===== src/rtl/exe_div_unit_pkg.sv =====
// Shared definitions for the EXE-stage iterative divider: state encodings
// and default sizing.
package exe_div_unit_pkg;

   // Number of restoring iterations for a full-width divide.
   localparam int DIV_ITER  = 32;
   // Default iteration counter width (>= clog2(DIV_ITER)+1).
   localparam int DIV_CNT_W = 6;

   // Divider sequencing states.
   typedef enum logic [1:0] {
      DIV_IDLE = 2'b00,
      DIV_CALC = 2'b01,
      DIV_FIX  = 2'b10,
      DIV_DONE = 2'b11
   } div_state_t;

endpackage


===== src/rtl/exe_div_unit_div_step.sv =====
// One radix-2 restoring division step on magnitudes.
// Shifts the next dividend bit into the partial remainder and subtracts the
// divisor when it fits, producing one quotient bit.
module exe_div_unit_div_step #(
   parameter int DATA_W = 32
) (
   input  logic [DATA_W-1:0] i_rem_in,
   input  logic              i_dq_msb,
   input  logic [DATA_W-1:0] i_divisor,
   output logic [DATA_W-1:0] o_rem_out,
   output logic              o_q_bit
);

   // The shifted remainder needs one extra bit: it can reach 2*divisor-1.
   logic [DATA_W:0]   w_shift;
   logic [DATA_W-1:0] w_diff_lo;
   logic              w_ge;

   assign w_shift   = {i_rem_in, i_dq_msb};
   // When the divisor fits, the difference is below the divisor, so the low
   // DATA_W bits of the subtraction are the whole result.
   assign w_diff_lo = w_shift[DATA_W-1:0] - i_divisor;
   assign w_ge      = (w_shift >= {1'b0, i_divisor});

   // Select restored or reduced remainder and emit the quotient bit.
   always_comb begin
      o_rem_out = w_shift[DATA_W-1:0];
      o_q_bit   = 1'b0;
      if (w_ge) begin
         o_rem_out = w_diff_lo;
         o_q_bit   = 1'b1;
      end else begin
         o_rem_out = w_shift[DATA_W-1:0];
         o_q_bit   = 1'b0;
      end
   end

endmodule


===== src/rtl/exe_div_unit.sv =====
// Iterative MIPS DIV/DIVU engine for the EXE stage.
// Divides operand magnitudes with a restoring algorithm (one bit per cycle),
// fixes up signs in a final cycle, then holds the result until EXE advances.
// Quotient goes to LO, remainder to HI.
module exe_div_unit
   import exe_div_unit_pkg::*;
#(
   parameter int DATA_W = DIV_ITER,
   parameter int CNT_W  = DIV_CNT_W
) (
   input  logic              clk,
   input  logic              reset,
   input  logic              flush,
   input  logic              div_start,
   input  logic              div_signed,
   input  logic [DATA_W-1:0] dividend,
   input  logic [DATA_W-1:0] divisor,
   input  logic              res_ack,
   output logic              div_busy,
   output logic              div_done,
   output logic [DATA_W-1:0] quotient,
   output logic [DATA_W-1:0] remainder
);

   localparam logic [CNT_W-1:0]  LP_CNT_LAST = CNT_W'(DATA_W - 1);
   localparam logic [CNT_W-1:0]  LP_CNT_ONE  = {{(CNT_W-1){1'b0}}, 1'b1};
   localparam logic [DATA_W-1:0] LP_ONE      = {{(DATA_W-1){1'b0}}, 1'b1};
   localparam logic [DATA_W-1:0] LP_ZERO     = {DATA_W{1'b0}};
   localparam logic [DATA_W-1:0] LP_ONES     = {DATA_W{1'b1}};

   // Two's complement negate, modulo 2^DATA_W.
   function automatic logic [DATA_W-1:0] f_neg(input logic [DATA_W-1:0] v);
      f_neg = ~v + LP_ONE;
   endfunction

   div_state_t        r_state;
   logic [CNT_W-1:0]  r_cnt;
   logic [DATA_W-1:0] r_dq;        // dividend magnitude shifting out, quotient shifting in
   logic [DATA_W-1:0] r_rem;       // partial remainder
   logic [DATA_W-1:0] r_dvs;       // divisor magnitude
   logic [DATA_W-1:0] r_raw_dvd;   // unmodified dividend, returned on divide-by-zero
   logic              r_sign_q;
   logic              r_sign_r;
   logic              r_div_zero;
   logic [DATA_W-1:0] r_quotient;
   logic [DATA_W-1:0] r_remainder;
   logic              r_div_done;

   logic              w_a_neg;
   logic              w_b_neg;
   logic [DATA_W-1:0] w_a_abs;
   logic [DATA_W-1:0] w_b_abs;
   logic [DATA_W-1:0] w_rem_next;
   logic              w_q_bit;
   logic [DATA_W-1:0] w_q_fix;
   logic [DATA_W-1:0] w_r_fix;

   // Operands are treated as negative only for DIV.
   assign w_a_neg = div_signed & dividend[DATA_W-1];
   assign w_b_neg = div_signed & divisor[DATA_W-1];
   assign w_a_abs = w_a_neg ? f_neg(dividend) : dividend;
   assign w_b_abs = w_b_neg ? f_neg(divisor) : divisor;

   exe_div_unit_div_step #(
      .DATA_W (DATA_W)
   ) u_div_step (
      .i_rem_in  (r_rem),
      .i_dq_msb  (r_dq[DATA_W-1]),
      .i_divisor (r_dvs),
      .o_rem_out (w_rem_next),
      .o_q_bit   (w_q_bit)
   );

   // Sign fixup of the magnitude result; divide-by-zero bypasses it.
   always_comb begin
      w_q_fix = r_dq;
      w_r_fix = r_rem;
      if (r_div_zero) begin
         w_q_fix = LP_ONES;
         w_r_fix = r_raw_dvd;
      end else begin
         if (r_sign_q) begin
            w_q_fix = f_neg(r_dq);
         end else begin
            w_q_fix = r_dq;
         end
         if (r_sign_r) begin
            w_r_fix = f_neg(r_rem);
         end else begin
            w_r_fix = r_rem;
         end
      end
   end

   // Divider FSM, iteration datapath and registered results.
   always_ff @(posedge clk) begin
      if (!reset) begin
         r_state     <= DIV_IDLE;
         r_cnt       <= {CNT_W{1'b0}};
         r_dq        <= LP_ZERO;
         r_rem       <= LP_ZERO;
         r_dvs       <= LP_ZERO;
         r_raw_dvd   <= LP_ZERO;
         r_sign_q    <= 1'b0;
         r_sign_r    <= 1'b0;
         r_div_zero  <= 1'b0;
         r_quotient  <= LP_ZERO;
         r_remainder <= LP_ZERO;
         r_div_done  <= 1'b0;
      end else if (flush) begin
         // A kill abandons any divide in flight; the last result stays visible.
         r_state    <= DIV_IDLE;
         r_div_done <= 1'b0;
      end else begin
         case (r_state)
            DIV_IDLE: begin
               if (div_start) begin
                  r_dq       <= w_a_abs;
                  r_dvs      <= w_b_abs;
                  r_raw_dvd  <= dividend;
                  r_rem      <= LP_ZERO;
                  r_sign_q   <= w_a_neg ^ w_b_neg;
                  r_sign_r   <= w_a_neg;
                  r_div_zero <= (divisor == LP_ZERO);
                  r_cnt      <= {CNT_W{1'b0}};
                  r_state    <= DIV_CALC;
               end else begin
                  r_state <= DIV_IDLE;
               end
            end
            DIV_CALC: begin
               r_rem <= w_rem_next;
               r_dq  <= {r_dq[DATA_W-2:0], w_q_bit};
               if (r_cnt == LP_CNT_LAST) begin
                  r_state <= DIV_FIX;
               end else begin
                  r_cnt <= r_cnt + LP_CNT_ONE;
               end
            end
            DIV_FIX: begin
               r_quotient  <= w_q_fix;
               r_remainder <= w_r_fix;
               r_div_done  <= 1'b1;
               r_state     <= DIV_DONE;
            end
            DIV_DONE: begin
               if (res_ack) begin
                  r_div_done <= 1'b0;
                  r_state    <= DIV_IDLE;
               end else begin
                  r_state <= DIV_DONE;
               end
            end
            default: begin
               r_div_done <= 1'b0;
               r_state    <= DIV_IDLE;
            end
         endcase
      end
   end

   // Stall EXE while a divide is being accepted or computed; released in DONE.
   assign div_busy = ~flush & (((r_state == DIV_IDLE) & div_start) |
                               (r_state == DIV_CALC) |
                               (r_state == DIV_FIX));

   assign div_done  = r_div_done;
   assign quotient  = r_quotient;
   assign remainder = r_remainder;

endmodule


===== config.mk =====
export PLATFORM = sky130hd
export DESIGN_NAME = exe_div_unit
export DESIGN_NICKNAME = d
export VERILOG_FILES = /design/src/rtl/exe_div_unit_pkg.sv /design/src/rtl/exe_div_unit_div_step.sv /design/src/rtl/exe_div_unit.sv
export SDC_FILE = /design/constraint.sdc
export NUM_CORES = 1
export LEC_CHECK = 0
export ABC_AREA = 1
export CORE_UTILIZATION = 50
export CTS_CLUSTER_SIZE = 28
export DETAILED_ROUTE_END_ITERATION = 7
export GPL_ROUTABILITY_DRIVEN = 0
export PLACE_DENSITY = 0.71
export SYNTH_ARGS = -nofsm -noshare
export SYNTH_HDL_FRONTEND = slang
export SYNTH_SLANG_ARGS = --single-unit
export TNS_END_PERCENT = 1

===== constraint.sdc =====
create_clock -name clk -period 5.1 [get_ports clk]
set_input_delay 0.765 -clock clk [delete_from_list [all_inputs] [get_ports clk]]
set_output_delay 0.765 -clock clk [all_outputs]
set_load 0.1 [all_outputs]

==> metrics.csv, run 1 <==
stage,metric,value,unit
timing,clock_skew,0.0288,ns
min_path,hold-path-cell-count,2,
power,ir_drop,0.222,mV
timing,timing.fmax,254,MHz
finish,drive_above_1_share,6.34,%
finish,final_common_cell,nand2_1,
finish,syn_to_final_growth,16.7,%
floorplan,pin_count,136,
routing,wl,43800,um
worst_setup_path,path_class,reg -> out,
clock_tree,cts_tree,yes,
floorplan,dieWidth,169,um
clock_tree,path_clk_slew,0.07,ns
routing,detail_route.iter0.violations,1533,
synthesis,synthArstFlopShare,0,%
synthesis,synth_fp_nets,2360,
finish,diodes,0,
routing,ant_nets,0,
global_route,grt_pass1_wl,69300,um
job,drv_cap,0,
routing,wl_per_cell,16.1,um
place,portBuffers,135,
timing,whs,0.458,ns
clock_tree,cts_inserted_buffers,23,
finish,final_net_count,2442,
floorplan,die_y,169,um
synthesis,synth-main-ff-cell,dfxtp_1,
routing,num_vias,15000,
floorplan,core,27300,um2
min_path,hold_class,reg -> reg,
timing,period_minus_slack,3.94,ns
synthesis,synth_top_area_share,29.2,%
floorplan,start_util,51.4,%
floorplan,rows,60,
synthesis,netlist_area,14000,um2
finish,multi_input_area,8290,um2
finish,seqCellArea,4080,um2
clock_tree,clk_latency,0.53,ns
timing,tns,0,ns
global_route,grt_pass1_vias,13500,
worst_setup_path,cp.arrival,3.18,ns
clock_tree,cts_resized,0,
timing,rsz0062_at_grt,no,
floorplan,die-area,28700,um2
routing,drt_pass1_iterations,6,
routing,vias_per_cell,5.52,
worst_setup_path,cp.required,4.34,ns
clock_tree,hold_buffers,0,
clock_tree,clkSinkCount,204,
synthesis,yosysTopAreaCell,dfxtp_1,
min_path,hold_end,r_raw_dvd[3],
synthesis,seq_area_frac_synth,29.2,%
power,cellPowerDensity,267,nW/um2
global_route,grt_use_total,30.1,%
power,p_leak,7.58,nW
synthesis,syn_avg_cell_area,6.22,um2
clock_tree,cts_setup_buffers,0,
global_route,grt_overflow,0,
timing,slew_headroom,33.8,%
global_route,grt_start_max_net_pins,86,
worst_setup_path,path_max_fanout,39,
global_route,grt_antenna_before_repair,0,
worst_setup_path,regToRegStartpoint,r_state[0],
worst_setup_path,worst_setup_path_end_kind,output pin,
worst_setup_path,start_kind,flip-flop,
clock_tree,clock_tree.buffer_depth,3,
status,status,completed,
timing,slew_viol_final,0,
synthesis,syn_inst,2252,
clock_tree,htree_levels,1,
worst_setup_path,r2r_cells,10,
timing,setup_violations,0,
synthesis,yosys-top-cells-area,"dfxtp_1 (29%), nand2_1 (15%), inv_1 (8.3%)",
clock_tree,cts-root-buf,clkbuf_16,
finish,nFillCells,2608,
worst_setup_path,reg2reg_to,r_dq[0],
synthesis,ys_ff_latch,204,
synthesis,yosysUniqueCellTypes,51,
finish,final_cell_mix,"nand2_1 (567), inv_1 (309), a21oi_1 (231)",
min_path,hold_start,r_raw_dvd[3],
worst_setup_path,reg2reg_slack,2.20,ns
timing,worst_slew_pin_slew,0.992,ns
timing,fin_crit_sh,77.3,%
routing,drc,0,
synthesis,synth_edf_count,0,
place,dp_hpwl,32900,um
synthesis,yosys_warnings,0,
timing,hold_viol,0,
metrics by stage:
| stage | total power, mW | cells | utilization (%) | area [um2] | setup WS, ns |
|---|---|---|---|---|---|
| final | 4.37 | 2722 | 60.0 | 16300 | 1.16 |
| after global placement | 2.51 | 2681 | 56.9 | 15500 | 1.59 |
| after global routing | 4.52 | 2722 | 60.0 | 16300 | 0.987 |
| after detailed placement | 2.52 | 2681 | 56.9 | 15500 | 1.57 |
| after CTS | 4.36 | 2722 | 60.0 | 16300 | 1.17 |
| after floorplan | 2.28 | 2252 | - | 14000 | 1.77 |
registers in the layout, summed over array words and instances, names as in the netlist:
register and count:
r_rem 32, div_done 1, remainder 32, r_sign_q 1, r_raw_dvd 32, r_dvs 32
r_cnt 6, r_div_zero 1, quotient 32, r_dq 32, r_state 2, r_sign_r 1
synthesized netlist by cell type (3+ instances only):
| cell | n |
|---|---|
| a21oi_1 | 231 |
| a31oi_1 | 17 |
| and2_1 | 5 |
| buf_1 | 5 |
| buf_2 | 13 |
| buf_6 | 6 |
| clkbuf_1 | 63 |
| clkinv_1 | 3 |
| dfxtp_1 | 204 |
| ha_1 | 37 |
| inv_1 | 309 |
| inv_2 | 14 |
| nand2_1 | 567 |
| nand2_2 | 9 |
| nand2_4 | 5 |
| nand3_1 | 163 |
| nand3_2 | 26 |
| nand3b_1 | 14 |
| nand4_1 | 21 |
| nor2_1 | 168 |
| nor2_2 | 11 |
| nor2_4 | 6 |
| nor3_1 | 32 |
| nor4_1 | 3 |
| o211ai_1 | 10 |
| o21a_1 | 4 |
| o21ai_0 | 181 |
| o21ai_2 | 5 |
| o221ai_1 | 7 |
| o22ai_1 | 18 |
| o31ai_1 | 3 |
| or2_2 | 8 |
| xnor2_1 | 18 |
| xor2_1 | 39 |
kinds of logic (layout without fill, tap and decap cells):
family	count (synthesis)	after routing	synth area share, %
AND/OR/NAND/NOR	1044	1044	33.2
AO/OA/AOI/OAI	492	492	18.9
buffers and inverters	417	515	11.7
flip-flops	204	204	29.2
XOR/XNOR	57	57	3.56
adder cells (fa/ha/maj)	38	38	3.45
layout make-up:
| class | instances | share of cell area (%) |
|---|---|---|
| Inverter | 326 | 7.49 |
| Timing Repair Buffer | 148 | 8.83 |
| Sequential cell | 204 | 25.0 |
| Clock inverter | 13 | 1.22 |
| Multi-Input combinational cell | 1631 | 50.7 |
| Clock buffer | 28 | 3.94 |
| Tap cell | 372 | 2.85 |
where the power goes:
part | internal [mW] | switching (mW)
sequential | 1.65 | 0.0530
combinational | 0.273 | 0.540
clock | 1.15 | 0.703
total | 3.07 | 1.30
worst max path at each step:
stage               endpoint       start
floorplan           div_busy   div_start
global placement    div_busy   div_start
detailed placement  div_busy       flush
CTS                 div_busy  r_state[0]
global route        div_busy  r_state[0]
finish              div_busy  r_state[0]
worst max-delay path: stages, from the launching register on:
cell and delay [ns]:
dfxtp_1 0.38, inv_2 0.07, nor2_4 0.07, buf_4 0.32
inv_2 0.37, a31oi_1 0.27, clkdlybuf4s50_1 1.16
layer usage:
layer / part of all wire [%] / track usage (%) / vias to the layer above / routed length [um]
met5: 0 / 0 / - / 0
met4: 3.1 / 9.40 / 0 / 1380
met3: 8.2 / 3.75 / 88 / 3610
met2: 43 / 46.7 / 635 / 18700
met1: 46 / 43.1 / 6827 / 20100
li1: - / - / 7467 / -
No activity file was read; power rests on OpenSTA's default activity.
==> inputs of run 2 (changes only) <==
==> constraint.sdc (replaced) <==
create_clock -name clk -period 3.8 [get_ports clk]
set_input_delay 0.57 -clock clk [delete_from_list [all_inputs] [get_ports clk]]
set_output_delay 0.57 -clock clk [all_outputs]
set_load 0.1 [all_outputs]
==> metrics.csv, run 2 (synthesized netlist as in run 1, its figures left out) <==
stage,metric,value,unit,change
timing,clock_skew,0.0212,ns,-0.00762 ns
timing,rsz0062_at_grt,no,,
worst_setup_path,cp.depth,12,,+6
clock_tree,htree_levels,1,,unchanged
job,drv_cap,0,,unchanged
worst_setup_path,endpoint,r_rem[24],,
floorplan,die-area,28700,um2,unchanged
worst_setup_path,cp.required,4.24,ns,-0.10 ns
finish,syn_to_final_growth,16.1,%,
worst_setup_path,regToRegStartpoint,r_rem[29],,
worst_setup_path,path_class,reg -> reg,,
worst_setup_path,start_kind,flip-flop,,
worst_setup_path,reg2reg_to,r_rem[24],,
floorplan,rows,60,,unchanged
timing,slew_headroom,32.3,%,-1.5 points
finish,final_cell_mix,"nand2_1 (567), inv_1 (309), a21oi_1 (231)",,
floorplan,pin_count,136,,unchanged
global_route,grt_overflow,0,,unchanged
finish,stdcell_count,2729,,+0.26%
worst_setup_path,crit_top_cell,nand2_1,,
clock_tree,clk_latency,0.53,ns,about the same
worst_setup_path,path_cells,"ha_1, nand2_1, inv_1, nand2_1, nor2_1, nand2_1, nand3_2, nor2_4, nand2_4, nand2_1, nand3_1, a21oi_1",,
floorplan,dieWidth,169,um,unchanged
routing,drc,0,,unchanged
worst_setup_path,path_max_fanout,33,,-15%
place,dp_hpwl,33200,um,+0.86%
routing,wl_per_cell,16.2,um,+0.93%
finish,diodes,0,,unchanged
finish,final_common_cell,nand2_1,,
routing,num_vias,15100,,+0.67%
routing,vias_per_cell,5.54,,+0.41%
global_route,grt_antenna_before_repair,0,,unchanged
worst_setup_path,r2r_cells,12,,+2
clock_tree,clkSinkCount,204,,unchanged
worst_setup_path,critical-path-top-delay-family,simple AND/OR/NAND/NOR gates,,
finish,drive_above_1_share,6.36,%,+0.024 points
place,portBuffers,135,,unchanged
routing,drt_pass1_iterations,6,,unchanged
status,status,completed,,
timing,hold_viol,0,,unchanged
timing,worst_slew_pin_slew,1.01,ns,+0.0226 ns
global_route,grt_start_max_net_pins,86,,unchanged
worst_setup_path,cp.arrival,3.22,ns,+0.04 ns
finish,utilization,59.6,%,-0.34 points
worst_setup_path,crit_buf_inv,1,,-3
finish,fin_area,16300,um2,-0.57%
timing,period_minus_slack,2.79,ns,
finish,final_net_count,2449,,+0.29%
timing,slew_viol_final,0,,unchanged
timing,fin_crit_sh,73.4,%,
worst_setup_path,reg2reg_slack,1.01,ns,-1.19 ns
global_route,grt_use_total,30.3,%,+0.28 points
worst_setup_path,critPathLaunch,r_rem[29],,
clock_tree,cts-root-buf,clkbuf_16,,
power,ir_drop,0.291,mV,+31%
finish,nFillCells,2644,,+1.4%
worst_setup_path,max_stage_delay,0.48,ns,-0.68 ns
routing,ant_nets,0,,unchanged
clock_tree,clock_tree.buffer_depth,3,,unchanged
timing,setup_violations,0,,unchanged
clock_tree,cts_tree,yes,,
place,place_inst,2688,,+0.26%
routing,detail_route.iter0.violations,1849,,+21%
clock_tree,hold_buffers,0,,unchanged
min_path,hold_class,reg -> reg,,
global_route,grt_pass1_wl,69800,um,+0.77%
power,cellPowerDensity,338,nW/um2,+27%
clock_tree,cts_resized,0,,unchanged
clock_tree,cts_setup_buffers,0,,unchanged
floorplan,start_util,51.4,%,unchanged
timing,whs,0.455,ns,-0.00266 ns
worst_setup_path,worst_setup_path_end_kind,flip-flop,,
place,placed_cell_area,15600,um2,+0.32%
floorplan,core,27300,um2,unchanged
clock_tree,path_clk_slew,0.06,ns,about the same
floorplan,die_y,169,um,unchanged
worst_setup_path,cpMaxStageDelayCell,nor2_4,,
min_path,hold-path-cell-count,2,,unchanged
clock_tree,cts_inserted_buffers,23,,unchanged
routing,wl,44300,um,+1.2%
timing,timing.fmax,359,MHz,
power,p_leak,7.54,nW,-0.48%
global_route,grt_pass1_vias,13300,,-1.0%
timing,tns,0,ns,unchanged
-- run 2: layout make-up --
type | count | area [um2] | share of cell area, %
inverter | 326 | 1220 | 7.53
clock buffer | 33 | 643 | 3.96
timing repair buffer | 155 | 1490 | 9.19
tap | 372 | 465 | 2.86
clock inverter | 8 | 57.6 | 0.354
sequential | 204 | 4080 | 25.1
multi-input combinational | 1631 | 8290 | 51.0
-- run 2: worst min path at each step --
stage | startpoint | endpoint | slack [ns]
2_1_floorplan | r_raw_dvd[2] | r_raw_dvd[2] | 0.42
3_3_place_gp | r_raw_dvd[3] | r_raw_dvd[3] | 0.43
3_5_place_dp | r_raw_dvd[2] | r_raw_dvd[2] | 0.44
4_1_cts | r_raw_dvd[2] | r_raw_dvd[2] | 0.46
5_1_grt | r_raw_dvd[4] | r_raw_dvd[4] | 0.47
6_report | r_raw_dvd[4] | r_raw_dvd[4] | 0.46
-- run 2: stage by stage --
step	total power [mW]	worst slack, ns
floorplan	3.05	0.726
global placement	3.38	1.04
finish	5.49	1.01
detailed placement	3.40	0.972
global route	5.72	0.791
CTS	5.49	1.07
-- run 2: where the power goes --
part           total [mW]  switching (mW)  internal, mW
clock                2.11           0.925          1.18
sequential           2.28          0.0713          2.21
combinational        1.10           0.730         0.369
total                5.49            1.73          3.77
-- run 2: worst min-delay path, stage by stage, from the launching register on --
cell,delay (ns)
dfxtp_1,0.32
nand2_1,0.05
o21ai_0,0.05
-- run 2: metal layers --
metal / vias up / share of wire (%) / global-route usage, %
met3: 74 / 8.2 / 3.71
met2: 666 / 43 / 47.4
li1: 7491 / - / -
met4: 0 / 2.6 / 8.73
met5: - / 0 / 0
met1: 6886 / 46 / 43.6
==> inputs of run 3 (changes only) <==
==> constraint.sdc (replaced) <==
create_clock -name clk -period 2.9 [get_ports clk]
set_input_delay 0.435 -clock clk [delete_from_list [all_inputs] [get_ports clk]]
set_output_delay 0.435 -clock clk [all_outputs]
set_load 0.1 [all_outputs]
==> metrics.csv, run 3 (synthesized netlist as in run 1, its figures left out) <==
stage,metric,value,unit,change
timing,rsz0062_at_grt,no,,
finish,final_net_count,2459,,+0.41%
power,ir_drop,0.417,mV,+43%
worst_setup_path,r2r_cells,13,,+1
global_route,grt_pass1_vias,13500,,+1.4%
timing,tns,0,ns,unchanged
floorplan,pin_count,136,,unchanged
routing,wl_per_cell,15.9,um,-1.9%
timing,timing.fmax,401,MHz,+12%
worst_setup_path,path_max_fanout,5,,-85%
routing,ant_nets,0,,unchanged
finish,diodes,0,,unchanged
floorplan,core,27300,um2,unchanged
finish,nFillCells,2740,,+3.6%
finish,drive_above_1_share,9.75,%,+3.4 points
clock_tree,cts-root-buf,clkbuf_16,,
job,drv_cap,0,,unchanged
worst_setup_path,reg2reg_to,r_rem[23],,
routing,drc,0,,unchanged
timing,slew_viol_final,0,,unchanged
finish,final_cell_mix,"nand2_1 (567), inv_1 (309), a21oi_1 (231)",,
timing,slew_headroom,45.8,%,+13 points
clock_tree,cts_inserted_buffers,24,,+4.3%
worst_setup_path,worst_setup_path_end_kind,flip-flop,,
min_path,hold-path-cell-count,3,,+1
timing,period_minus_slack,2.50,ns,-0.292 ns
finish,multi_input_area,8290,um2,about the same
timing,fin_crit_sh,86.1,%,+13 points
floorplan,rows,60,,unchanged
timing,hold_viol,0,,unchanged
timing,fin_ws,0.404,ns,-0.608 ns
clock_tree,hold_buffers,0,,unchanged
finish,seqCellArea,4080,um2,unchanged
routing,num_vias,15000,,-0.45%
clock_tree,cts_tree,yes,,
floorplan,dieWidth,169,um,unchanged
floorplan,die-area,28700,um2,unchanged
timing,setup_violations,0,,unchanged
status,status,completed,,
finish,final_common_cell,nand2_1,,
floorplan,die_y,169,um,unchanged
routing,detail_route.iter0.violations,1751,,-5.3%
global_route,grt_antenna_before_repair,0,,unchanged
power,cellPowerDensity,463,nW/um2,+37%
global_route,grt_use_total,30.4,%,+0.076 points
min_path,hold_class,in -> reg,,
worst_setup_path,cp.required,3.27,ns,-0.97 ns
clock_tree,clk_latency,0.53,ns,about the same
clock_tree,path_clk_slew,0.06,ns,about the same
global_route,grt_overflow,0,,unchanged
worst_setup_path,start_kind,flip-flop,,
min_path,hold_start,reset,,
worst_setup_path,cp.arrival,2.87,ns,-0.35 ns
routing,vias_per_cell,5.49,,-0.89%
place,dp_worst_setup_slack,0.319,ns,-0.652 ns
min_path,hold_end,r_cnt[1],,
routing,drt_pass1_iterations,7,,+1
floorplan,start_util,51.4,%,unchanged
worst_setup_path,reg2reg_slack,0.40,ns,-0.61 ns
power,p_leak,7.77,nW,+3.1%
clock_tree,clock_tree.buffer_depth,3,,unchanged
global_route,grt_start_max_net_pins,86,,unchanged
worst_setup_path,path_class,reg -> reg,,
global_route,grt_pass1_wl,70200,um,+0.62%
place,dp_hpwl,33200,um,-0.15%
clock_tree,cts_resized,0,,unchanged
timing,worst_slew_pin_slew,0.814,ns,-0.201 ns
timing,clock_skew,0.0187,ns,-0.00251 ns
clock_tree,cts_setup_buffers,0,,unchanged
clock_tree,htree_levels,1,,unchanged
clock_tree,clkSinkCount,204,,unchanged
worst_setup_path,regToRegStartpoint,r_dvs[21],,
place,portBuffers,135,,unchanged
routing,wl,43700,um,-1.5%
finish,syn_to_final_growth,16.4,%,
run 3: worst max path at each step:
| stage | start | slack (ns) | depth (start not counted) | end |
|---|---|---|---|---|
| 6_report | r_dvs[21] | 0.40 | 13 | r_rem[23] |
| 5_1_grt | r_dvs[3] | 0.24 | 15 | r_rem[18] |
| 4_1_cts | r_rem[14] | 0.47 | 14 | r_rem[18] |
| 3_5_place_dp | dividend[0] | 0.32 | 12 | r_dq[24] |
| 3_3_place_gp | dividend[2] | 0.37 | 10 | r_dq[31] |
| 2_1_floorplan | r_state[0] | 0.56 | 6 | div_busy |
run 3: metrics by stage:
step | area [um2] | cells | power, mW | hold WS [ns] | utilization [%]
after floorplan | 14000 | 2252 | 4.00 | 0.423 | -
after global placement | 15500 | 2697 | 4.44 | 0.434 | 56.8
after detailed placement | 15500 | 2697 | 4.46 | 0.442 | 56.8
after CTS | 16300 | 2741 | 7.56 | 0.356 | 59.8
after global routing | 16300 | 2741 | 7.88 | 0.390 | 59.8
final | 16300 | 2741 | 7.54 | 0.377 | 59.8
run 3: report_power, final:
group	internal [mW]	switching [mW]
Combinational	0.496	0.952
Clock	1.85	1.26
Sequential	2.90	0.0915
Total	5.24	2.30
run 3: area by class of cell:
| class | count | area share, % |
|---|---|---|
| Tap cell | 372 | 2.86 |
| Sequential cell | 204 | 25.1 |
| Multi-Input combinational cell | 1631 | 50.9 |
| Inverter | 326 | 7.51 |
| Clock buffer | 30 | 3.95 |
| Timing Repair Buffer | 164 | 8.74 |
| Clock inverter | 14 | 1.03 |
run 3: routing by layer:
| metal | vias to the layer above | wire [um] | global-route usage [%] |
|---|---|---|---|
| li1 | 7500 | - | - |
| met1 | 6830 | 20100 | 44.5 |
| met2 | 623 | 18700 | 46.1 |
| met3 | 96 | 3340 | 3.17 |
| met4 | 0 | 1540 | 10.6 |
| met5 | - | 0 | 0 |
run 3: worst max-delay path, stage by stage, from the launching register on:
cell,delay [ns]
dfxtp_1,0.33
inv_1,0.09
ha_1,0.41
nand2_2,0.11
nor2_1,0.17
inv_1,0.11
nor3_1,0.40
nand3_1,0.27
nand3_1,0.13
nand2_1,0.06
nand2_1,0.07
nand2_1,0.06
nand3_1,0.08
a21oi_1,0.06
